==> config.mk <==
export PLATFORM = sky130hd
export DESIGN_NAME = fpu_frame_ctrl_flat
export DESIGN_NICKNAME = d
export VERILOG_FILES = /design/src/rtl/fpu_frame_ctrl_if.sv /design/src/rtl/fpu_frame_ctrl.sv /design/src/flat_wrapper.sv
export SDC_FILE = /design/constraint.sdc
export NUM_CORES = 1
export LEC_CHECK = 0
export CORE_MARGIN = 4
export CORE_UTILIZATION = 42
export DETAILED_ROUTE_END_ITERATION = 10
export GPL_TIMING_DRIVEN = 0
export HOLD_SLACK_MARGIN = 0.08
export PLACE_DENSITY = 0.75
export SLEW_MARGIN = 30
export SYNTH_ARGS = -nofsm -noshare
export SYNTH_HDL_FRONTEND = slang
export SYNTH_SLANG_ARGS = --single-unit
==> constraint.sdc <==
create_clock -name clock -period 1.6 [get_ports clock]
set_input_delay 0.32 -clock clock [delete_from_list [all_inputs] [get_ports clock]]
set_output_delay 0.32 -clock clock [all_outputs]
set_load 0.05 [all_outputs]
==> src/rtl/fpu_frame_ctrl_if.sv <==
// Beat buses and FPU launch/result signals around fpu_frame_ctrl.
// slave is the controller's view; master is the pin-mux/FPU side facing it.
interface fpu_frame_ctrl_if #(
    parameter int DATA_W = 10,
    parameter int BEAT_W = 8,
    parameter int OP_W   = 4
);
    logic [BEAT_W-1:0] in_data;
    logic              in_valid;
    logic              in_ready;
    logic [OP_W-1:0]   op;
    logic [DATA_W-1:0] num_a;
    logic [DATA_W-1:0] num_b;
    logic              start;
    logic [DATA_W-1:0] result;
    logic [BEAT_W-1:0] out_data;
    logic              out_valid;
    logic              out_ready;
    logic              busy;
    logic              err;

    modport slave (
        input  in_data, in_valid, result, out_ready,
        output in_ready, op, num_a, num_b, start, out_data, out_valid, busy, err
    );

    modport master (
        output in_data, in_valid, result, out_ready,
        input  in_ready, op, num_a, num_b, start, out_data, out_valid, busy, err
    );
endinterface

==> src/rtl/fpu_frame_ctrl.sv <==
// Frame controller: collects opcode + two operands as beats, launches the FPU, returns the result as beats.
// Optional mid-frame idle timeout enabled by defining FRAME_TIMEOUT_EN.
module fpu_frame_ctrl #(
    parameter int DATA_W  = 10,
    parameter int BEAT_W  = 8,
    parameter int OP_W    = 4,
    parameter int RES_LAT = 0,
    parameter int TIMEOUT = 255
) (
    input  logic            clock,
    input  logic            reset,
    fpu_frame_ctrl_if.slave bus
);
    localparam int BEATS = (DATA_W + BEAT_W - 1) / BEAT_W;
    localparam int CNT_W = $clog2(BEATS + 1);
    localparam logic [CNT_W-1:0] LAST_BEAT = CNT_W'(BEATS - 1);
    localparam logic [3:0]       LAT_LAST  = 4'(RES_LAT - 1);

    if (OP_W > BEAT_W || RES_LAT < 0 || RES_LAT > 15 || TIMEOUT < 1) begin : g_bad_cfg
        $error("fpu_frame_ctrl: unsupported parameter set");
    end

    typedef enum logic [2:0] {
        S_IDLE,
        S_LOAD_A,
        S_LOAD_B,
        S_LAUNCH,
        S_WAIT,
        S_SEND
    } state_t;

    state_t            state, state_nx;
    logic [CNT_W-1:0]  cnt, cnt_nx;
    logic [3:0]        lat_cnt, lat_cnt_nx;
    logic [OP_W-1:0]   op_q;
    logic [DATA_W-1:0] a_q, b_q, res_q;
    logic [BEAT_W-1:0] out_beat;
    logic              loading, accept, out_fire, last_beat, capture, timeout_hit;

    // Overwrite the DATA_W bits belonging to beat idx; bits of the beat above DATA_W fall away.
    function automatic logic [DATA_W-1:0] place_beat(input logic [DATA_W-1:0] cur,
                                                     input logic [BEAT_W-1:0] beat,
                                                     input logic [CNT_W-1:0]  idx);
        logic [DATA_W-1:0] nxt;
        nxt = cur;
        for (int k = 0; k < DATA_W; k++) begin
            if (CNT_W'(k / BEAT_W) == idx) nxt[k] = beat[k % BEAT_W];
        end
        return nxt;
    endfunction

    assign loading   = (state == S_LOAD_A) || (state == S_LOAD_B);
    assign accept    = bus.in_valid && ((state == S_IDLE) || loading);
    assign out_fire  = (state == S_SEND) && bus.out_ready;
    assign last_beat = (cnt == LAST_BEAT);

`ifdef FRAME_TIMEOUT_EN
    localparam int IDLE_W = $clog2(TIMEOUT + 1);
    logic [IDLE_W-1:0] idle_cnt;

    assign timeout_hit = loading && !accept && (idle_cnt == IDLE_W'(TIMEOUT - 1));

    always_ff @(posedge clock or posedge reset) begin
        if (reset) begin
            idle_cnt <= '0;
        end else if (loading && !accept && !timeout_hit) begin
            idle_cnt <= idle_cnt + 1'b1;
        end else begin
            idle_cnt <= '0;
        end
    end
`else
    assign timeout_hit = 1'b0;
`endif

    // NOTE: every clocked process uses non-blocking assignments so all registers
    // update together from pre-edge values, regardless of process ordering.
    always_ff @(posedge clock or posedge reset) begin
        if (reset) begin
            state   <= S_IDLE;
            cnt     <= '0;
            lat_cnt <= '0;
        end else begin
            state   <= state_nx;
            cnt     <= cnt_nx;
            lat_cnt <= lat_cnt_nx;
        end
    end

    // NOTE: every output of this block gets a default first, so no path can
    // leave a signal unassigned and infer a latch.
    always_comb begin
        state_nx   = state;
        cnt_nx     = cnt;
        lat_cnt_nx = lat_cnt;
        capture    = 1'b0;
        unique case (state)
            S_IDLE: begin
                if (accept) begin
                    state_nx = S_LOAD_A;
                    cnt_nx   = '0;
                end
            end
            S_LOAD_A, S_LOAD_B: begin
                if (timeout_hit) begin
                    state_nx = S_IDLE;
                    cnt_nx   = '0;
                end else if (accept) begin
                    if (last_beat) begin
                        state_nx = (state == S_LOAD_A) ? S_LOAD_B : S_LAUNCH;
                        cnt_nx   = '0;
                    end else begin
                        cnt_nx = cnt + 1'b1;
                    end
                end
            end
            S_LAUNCH: begin
                if (RES_LAT == 0) begin
                    capture  = 1'b1;
                    state_nx = S_SEND;
                end else begin
                    state_nx = S_WAIT;
                end
                cnt_nx     = '0;
                lat_cnt_nx = '0;
            end
            S_WAIT: begin
                if (lat_cnt == LAT_LAST) begin
                    capture    = 1'b1;
                    state_nx   = S_SEND;
                    lat_cnt_nx = '0;
                end else begin
                    lat_cnt_nx = lat_cnt + 1'b1;
                end
            end
            S_SEND: begin
                if (out_fire) begin
                    if (last_beat) begin
                        state_nx = S_IDLE;
                        cnt_nx   = '0;
                    end else begin
                        cnt_nx = cnt + 1'b1;
                    end
                end
            end
            default: begin
                state_nx = S_IDLE;
                cnt_nx   = '0;
            end
        endcase
    end

    // NOTE: the operand and result registers are cleared by reset on purpose:
    // they drive the FPU directly and must read 0 whenever reset is applied.
    always_ff @(posedge clock or posedge reset) begin
        if (reset) begin
            op_q  <= '0;
            a_q   <= '0;
            b_q   <= '0;
            res_q <= '0;
        end else begin
            if (accept && state == S_IDLE)   op_q <= bus.in_data[OP_W-1:0];
            if (accept && state == S_LOAD_A) a_q  <= place_beat(a_q, bus.in_data, cnt);
            if (accept && state == S_LOAD_B) b_q  <= place_beat(b_q, bus.in_data, cnt);
            if (capture)                     res_q <= bus.result;
        end
    end

    // Current result beat, zero-padded above DATA_W; depends only on registers so it holds while stalled.
    always_comb begin
        out_beat = '0;
        for (int k = 0; k < DATA_W; k++) begin
            if (CNT_W'(k / BEAT_W) == cnt) out_beat[k % BEAT_W] = res_q[k];
        end
    end

    assign bus.in_ready  = (state == S_IDLE) || loading;
    assign bus.op        = op_q;
    assign bus.num_a     = a_q;
    assign bus.num_b     = b_q;
    assign bus.start     = (state == S_LAUNCH);
    assign bus.out_valid = (state == S_SEND);
    assign bus.out_data  = (state == S_SEND) ? out_beat : '0;
    assign bus.busy      = (state != S_IDLE);
    assign bus.err       = timeout_hit;
endmodule

==> src/flat_wrapper.sv <==
// flat-port wrapper written by rule: the top's interface ports become plain ports
module fpu_frame_ctrl_flat 
#(
    parameter int DATA_W  = 10,
    parameter int BEAT_W  = 8,
    parameter int OP_W    = 4,
    parameter int RES_LAT = 0,
    parameter int TIMEOUT = 255
)
  (clock, reset, bus_in_data, bus_in_valid, bus_result, bus_out_ready, bus_in_ready, bus_op, bus_num_a, bus_num_b, bus_start, bus_out_data, bus_out_valid, bus_busy, bus_err);
  fpu_frame_ctrl_if #(.DATA_W(DATA_W), .BEAT_W(BEAT_W), .OP_W(OP_W)) bus_i ();
  input  logic clock;
  input  logic reset;
  input wire logic [$bits(bus_i.in_data)-1:0] bus_in_data;
  input wire logic [$bits(bus_i.in_valid)-1:0] bus_in_valid;
  input wire logic [$bits(bus_i.result)-1:0] bus_result;
  input wire logic [$bits(bus_i.out_ready)-1:0] bus_out_ready;
  output wire logic [$bits(bus_i.in_ready)-1:0] bus_in_ready;
  output wire logic [$bits(bus_i.op)-1:0] bus_op;
  output wire logic [$bits(bus_i.num_a)-1:0] bus_num_a;
  output wire logic [$bits(bus_i.num_b)-1:0] bus_num_b;
  output wire logic [$bits(bus_i.start)-1:0] bus_start;
  output wire logic [$bits(bus_i.out_data)-1:0] bus_out_data;
  output wire logic [$bits(bus_i.out_valid)-1:0] bus_out_valid;
  output wire logic [$bits(bus_i.busy)-1:0] bus_busy;
  output wire logic [$bits(bus_i.err)-1:0] bus_err;
  assign bus_i.in_data = bus_in_data;
  assign bus_i.in_valid = bus_in_valid;
  assign bus_i.result = bus_result;
  assign bus_i.out_ready = bus_out_ready;
  assign bus_in_ready = bus_i.in_ready;
  assign bus_op = bus_i.op;
  assign bus_num_a = bus_i.num_a;
  assign bus_num_b = bus_i.num_b;
  assign bus_start = bus_i.start;
  assign bus_out_data = bus_i.out_data;
  assign bus_out_valid = bus_i.out_valid;
  assign bus_busy = bus_i.busy;
  assign bus_err = bus_i.err;
  fpu_frame_ctrl #(.DATA_W(DATA_W), .BEAT_W(BEAT_W), .OP_W(OP_W), .RES_LAT(RES_LAT), .TIMEOUT(TIMEOUT)) u_core (.clock(clock), .reset(reset), .bus(bus_i));
endmodule
==> results_dict.tcl, run 1 <==
set metrics [dict create \
    power.leakage_nw 1.488 \
    hold_violations 0 \
    skew_ns 0.008749 \
    gp_congestion 0.8330 \
    path_clk_slew_ns 0.08 \
    wl_per_cell_um 17.08 \
    worstPathRequired_ns 1.28 \
    critical_path_arrival_ns 1.61 \
    die_w_um 77.13 \
    antenna_found_initial 0 \
    maxCapViolations 0 \
    end_kind "primary output" \
    fin_setup_tns_ns -6.365 \
    worst_path_max_delay_cell "dfrtp_1" \
    antennaDiodeCount 0 \
    syn_inst 156 \
    cp_top_family "simple AND/OR/NAND/NOR gates" \
    post-route-min-period_ns 1.935 \
    hp-class "in -> async" \
    drc 0 \
    combPwrFrac_pct 62.5 \
    cts_buffer_depth 2 \
    core-area_um2 4474 \
    viasPerCell 5.389 \
    ant_nets 0 \
    tritoncts "yes" \
    layout.cells.non_filler 293 \
    fin_util_pct 71.45 \
    p_clk_share_pct 11.3 \
    place_inst 266 \
    synth_edf_count 0 \
    initial_core_util_pct 44.85 \
    fmax_mhz 516.9 \
    fin_ws_ns -0.3347 \
    cts_hold_buffers 0 \
    cts_buffers 5 \
    syn_area_um2 2007 \
    rsz0062_at_grt "yes" \
    async_flop_share_pct 100.0 \
    pwr-share-seq_pct 26.2 \
    worstPathMaxFanout 6 \
    grt.total_usage_pct 17.10 \
    cts_root_buf "clkbuf_8" \
    wl_mm 5.003 \
    nNetsFinal 263 \
    clock_sinks 43 \
    final-max-slew-violation-count 0 \
    slowest_delay_ns 0.39 \
    io_pins 59 \
    hpwlAfterDp_mm 3.438 \
    synthFlopType "dfrtp_1" \
    critPathKind "reg -> out" \
    status "complete, but fails checks" \
    ys_seq_area_share_pct 53.62 \
    grt_pass1_vias 1650 \
    synth_fp_nets 179 \
    htreeDepth 2 \
    powerDensity_nw_per_um2 2245 \
    clk_latency_ns 0.29 \
    synth_cell_types 42 \
    violations "negative setup slack" \
    crit_chain "clkbuf_8, nor3b_4, and3b_2, and2_4, buf_8" \
    port-buffer-count 57 \
    grt_max_degree 29 \
    vdd_drop_max_uv 1376 \
    rows 24 \
    dieHeight_um 77.13 \
    die_area_um2 5948 \
    p_switching_mw 3.154 \
    area_growth_pct 59.29 \
    overflow 0 \
    layout-drive-gt1-share_pct 46.06 \
    grt_pass1_wl_mm 8.197 \
    first_pass_iters 4 \
    p_sw_share_pct 43.95 \
    place_ws_ns -0.8894 \
    critPathLaunchType "flop" \
    p_int_mw 4.022 \
    drt_iter0_drc 60 \
    setup_viol 34 \
    cp_num_buf_inv 2 \
    yosysWarnings 0 \
    via_count 1579 \
    finalCritPeriodShare_pct 120.9 \
    ys_seq_elements 43 \
    syn-mean-instance-area_um2 12.86 \
]
==> cells by family (layout without fill, tap and decap cells) <==
| logic type | Yosys count | count (layout) | synth area share (%) |
|---|---|---|---|
| other | 1 | 1 | 0.1869 |
| buffers and inverters | 14 | 99 | 3.429 |
| adder cells (fa/ha/maj) | 1 | 1 | 0.6233 |
| XOR/XNOR | 1 | 1 | 0.4365 |
| flip-flops | 43 | 43 | 53.62 |
| multiplexers | 36 | 36 | 21.57 |
| AND/OR/NAND/NOR | 41 | 41 | 13.09 |
| AO/OA/AOI/OAI | 19 | 19 | 7.046 |
==> layout by cell type (no fill, tap or decap), drive strengths merged, types with 2 or more instances in the layout <==
cell	synthesis	layout
nor3b	3	3
clkbuf	5	10
mux2	34	34
clkdlybuf4s50	0	20
o21ai	4	4
nor3	2	2
and2	6	6
dlygate4sd2	0	25
nor2b	2	2
inv	5	4
a211o	2	2
a31o	2	2
a21oi	5	5
or3b	2	2
nor2	4	4
mux2i	2	2
dfrtp	43	43
nand3	7	7
nand2	6	6
buf	4	38
==> state kept, by name, indices dropped and copies added, names as in the netlist <==
register	count
u_core.bus.num_a	10
u_core.bus.num_b	10
u_core.bus.op	4
u_core.cnt	2
u_core.lat_cnt	4
u_core.res_q	10
u_core.state	3
==> metal layers <==
layer	up-vias	track usage, %	wire (um)
li1	733	-	-
met1	771	20.03	2046
met3	11	4.801	343
met4	0	4.270	55
met5	-	0	0
met2	64	30.66	2558
==> synthesized netlist by cell type (all sizes together), types with 2 or more instances <==
| master | count | area, um^2 |
|---|---|---|
| buf | 4 | 31.27 |
| nor3b | 3 | 33.78 |
| dfrtp | 43 | 1076 |
| and2 | 6 | 37.54 |
| a211o | 2 | 17.52 |
| nor2 | 4 | 15.01 |
| mux2i | 2 | 20.02 |
| nand2 | 6 | 22.52 |
| nor2b | 2 | 12.51 |
| a31o | 2 | 17.52 |
| inv | 5 | 18.77 |
| mux2 | 34 | 412.9 |
| nand3 | 7 | 35.03 |
| clkbuf | 5 | 18.77 |
| nor3 | 2 | 10.01 |
| a21oi | 5 | 25.02 |
| or3b | 2 | 17.52 |
| o21ai | 4 | 31.28 |
==> final cells by class <==
cell class	count	area [um^2]
Tap cell	52	65.06
Clock buffer	7	76.32
Multi-Input combinational cell	99	1027
Buffer	8	108.9
Timing Repair Buffer	78	789.5
Sequential cell	43	1077
Inverter	5	22.52
Clock inverter	1	30.03
Fill cell	279	1277
==> path summary, 6_finish.rpt <==
check	from	end	slack [ns]	cells past startpoint
max	u_core.cnt[0]$_DFFE_PP0P_	bus_out_data[7]	-0.33	5
min	reset	u_core.bus.num_a[6]$_DFFE_PP0P_	0.33	2
max reg2reg	u_core.state[1]$_DFFE_PP0P_	u_core.bus.num_b[7]$_DFFE_PP0P_	-0.22	6
min reg2reg	u_core.bus.num_a[2]$_DFFE_PP0P_	u_core.bus.num_a[2]$_DFFE_PP0P_	0.50	1
max in group asynchronous	reset	u_core.cnt[1]$_DFFE_PP0P_	0.79	3
min in group clock	u_core.bus.num_a[2]$_DFFE_PP0P_	u_core.bus.num_a[2]$_DFFE_PP0P_	0.50	1
==> power groups by stage <==
stage	sequential, mW	clock, mW	combinational [mW]
detailed placement	1.90	0	3.98
global placement	1.86	0	3.90
floorplan	2.94	0	1.78
global route	1.94	0.885	4.70
CTS	1.88	0.840	4.33
finish	1.88	0.813	4.49
==> metrics by stage <==
stage               hold WS [ns]  cell area [um^2]  total power [mW]
floorplan                 0.4681              2128             4.716
detailed placement        0.4928              2784             5.878
global placement          0.4875              2764             5.763
finish                    0.3339              3197             7.176
CTS                       0.3352              3132             7.052
global route              0.3575              3197             7.527
==> what timing repair did <==
item	4_1_cts	5_1_grt
setup endpoints to repair	66	36
pin swaps	13	9
buffers inserted	13	7
resized for setup	144	11
Power figures use the tool's default switching activity.
==> run 2, diff against run 1 <==
--- a/config.mk
+++ b/config.mk
@@ -7,7 +7,9 @@
 export LEC_CHECK = 0
 export CORE_MARGIN = 4
 export CORE_UTILIZATION = 42
+export CTS_CLUSTER_SIZE = 10
 export DETAILED_ROUTE_END_ITERATION = 10
+export GPL_ROUTABILITY_DRIVEN = 1
 export GPL_TIMING_DRIVEN = 0
 export HOLD_SLACK_MARGIN = 0.08
 export PLACE_DENSITY = 0.75
==> results of run 2 <==
The final DEF is identical to that of run 1; final timing and power are the same.
==> run 3, diff against run 2 <==
--- a/config.mk
+++ b/config.mk
@@ -12,7 +12,7 @@
 export GPL_ROUTABILITY_DRIVEN = 1
 export GPL_TIMING_DRIVEN = 0
 export HOLD_SLACK_MARGIN = 0.08
-export PLACE_DENSITY = 0.75
+export PLACE_DENSITY = 0.71
 export SLEW_MARGIN = 30
 export SYNTH_ARGS = -nofsm -noshare
 export SYNTH_HDL_FRONTEND = slang
==> run 3 against run 2 <==
Net effect: the run still ends with negative setup slack left; clock-buffer cell count shrank 1; critical path depth is the same; global-route usage grew 2.3 points; worst setup slack lost 0.024 ns; flip-flop and latch count is the same; wire length grew 15%; non-clock buffer count grew 7; combinational power grew 8.5%; final area grew 5.7%; critical path type unchanged; highest routed layer unchanged.
==> results_dict.tcl, run 3 (synthesis gave the netlist of run 1 again) <==
set metrics [dict create \
    status "complete, but fails checks" \
    violations "negative setup slack" \
    die_w_um 77.13 \
    cts_buffer_depth 2 \
    fmax_mhz 510.5 \
    layout-drive-gt1-share_pct 50.40 \
    cts_root_buf "clkbuf_8" \
    maxCapViolations 0 \
    grt_pass1_vias 1835 \
    grt_max_degree 30 \
    power.leakage_nw 1.574 \
    worst_slew_pin_slew_ns 0.5094 \
    overflow 0 \
    powerDensity_nw_per_um2 2300 \
    reg2reg_to "u_core.bus.num_b[5]$_DFFE_PP0P_" \
    critPathLaunchType "flop" \
    timing.slew.headroom_pct 66.18 \
    tritoncts "yes" \
    viasPerCell 5.527 \
    skew_ns 0.006624 \
    area_growth_pct 68.39 \
    place_inst 266 \
    wl_mm 5.768 \
    setup_viol 38 \
    wl_per_cell_um 19.23 \
    final_cell_mix "42 x dfrtp_1, 25 x dlygate4sd2_1, 22 x mux2_4" \
    critPathKind "reg -> out" \
    startpoint "u_core.cnt[0]$_DFFE_PP0P_" \
    end_kind "primary output" \
    r2r_slack_ns -0.24 \
    grt_pass1_wl_mm 9.246 \
    rows 24 \
    drc 0 \
    vdd_drop_max_uv 1018 \
    cp_num_buf_inv 2 \
    grt.total_usage_pct 19.40 \
    clock_sinks 43 \
    post-route-min-period_ns 1.959 \
    layout.cells.non_filler 300 \
    first_pass_iters 4 \
    hpwlAfterDp_mm 3.460 \
    timing.critical_path.to "bus_out_data[3]" \
    hold_violations 0 \
    critical_path_arrival_ns 1.64 \
    fin_ws_ns -0.3587 \
    path_clk_slew_ns 0.09 \
    antennaDiodeCount 0 \
    worstPathMaxFanout 6 \
    via_count 1658 \
    total_power_mw 7.774 \
    die_area_um2 5948 \
    ff2ff_path_depth 5 \
    antenna_found_initial 0 \
    pwr-share-seq_pct 24.4 \
    initial_core_util_pct 44.85 \
    combPwrFrac_pct 62.7 \
    p_int_mw 4.406 \
    drt_iter0_drc 57 \
    fin_util_pct 75.53 \
    clk_latency_ns 0.30 \
    ant_nets 0 \
    core-area_um2 4474 \
    p_switching_mw 3.369 \
    finalCritPeriodShare_pct 122.4 \
    cp_num_cells 5 \
    reg2reg_from "u_core.state[2]$_DFFE_PP0P_" \
    cts_hold_buffers 0 \
    htreeDepth 2 \
    dieHeight_um 77.13 \
    final_common_cell "dfrtp_1" \
    p_sw_share_pct 43.33 \
    crit_chain "clkbuf_8, nor3b_4, and3b_2, and2_4, buf_8" \
    rsz0062_at_grt "yes" \
    slowest_delay_ns 0.39 \
    io_pins 59 \
    worst_path_max_delay_cell "dfrtp_1" \
    hp-class "in -> async" \
    cp_top_family "simple AND/OR/NAND/NOR gates" \
    port-buffer-count 57 \
    p_clk_share_pct 13.0 \
    nNetsFinal 270 \
    worstPathRequired_ns 1.28 \
    cts_buffers 5 \
    gp_congestion 0.8359 \
    final-max-slew-violation-count 0 \
]
[run 3: changes by cell type in the layout (fill, tap and decap cells not counted), sizes merged]
| cell | change |
|---|---|
| buf | +7 |
| clkbuf | -1 |
| bufinv | +1 |
[run 3: repair_timing]
action / CTS / global route
endpoints found under the setup margin: 64 / 38
pin swaps: 14 / 11
buffers inserted: 19 / 7
gates resized for setup: 147 / 22
[run 3: through the flow]
step                      setup TNS (ns)  hold slack (ns)  area [um^2]  setup WS [ns]
after global placement            -41.43           0.4868         2764        -0.8415
after global routing              -10.19           0.3313         3379        -0.4231
after detailed placement          -19.91           0.4922         2784        -0.8490
final                             -7.801           0.3182         3379        -0.3587
after CTS                         -5.047           0.3344         3226        -0.3508
after floorplan                   -2.020           0.4681         2128        -0.1176
[run 3: power by group through the flow]
stage	Sequential (mW)	Combinational [mW]	Clock (mW)
2_1_floorplan	2.94	1.78	0
3_3_place_gp	1.86	3.90	0
3_5_place_dp	1.90	3.99	0
4_1_cts	1.89	4.47	1.01
5_1_grt	1.97	5.09	1.06
6_report	1.90	4.87	1.01
[run 3: routing by layer]
layer / GRT usage, % / vias to the layer above / share of wire (%)
li1: - / 738 / -
met1: 22.16 / 823 / 39
met2: 35.23 / 81 / 52
met3: 5.386 / 16 / 6.7
met4: 5.338 / 0 / 2.4
met5: 0 / - / 0
[run 3: cell type report]
class	count	area, um^2
plain buffers	9	143.9
inverters	5	22.52
clock inverters	2	60.06
fillers	260	1095
multi-input cells	99	1067
repair buffers	84	870.8
flip-flops and latches	43	1077
clock buffers	6	72.57
well taps	52	65.06
[run 3: how the worst min path moves through the flow]
stage / startpoint / endpoint / slack (ns) / cells after the start
4_1_cts: reset / u_core.cnt[0]$_DFFE_PP0P_ / 0.33 / 2
3_5_place_dp: u_core.bus.num_a[5]$_DFFE_PP0P_ / u_core.bus.num_a[5]$_DFFE_PP0P_ / 0.49 / 1
5_1_grt: reset / u_core.bus.num_a[5]$_DFFE_PP0P_ / 0.33 / 2
2_1_floorplan: bus_result[0] / u_core.res_q[0]$_DFFE_PP0P_ / 0.47 / 1
6_report: reset / u_core.cnt[0]$_DFFE_PP0P_ / 0.32 / 2
3_3_place_gp: u_core.bus.num_a[6]$_DFFE_PP0P_ / u_core.bus.num_a[6]$_DFFE_PP0P_ / 0.49 / 1
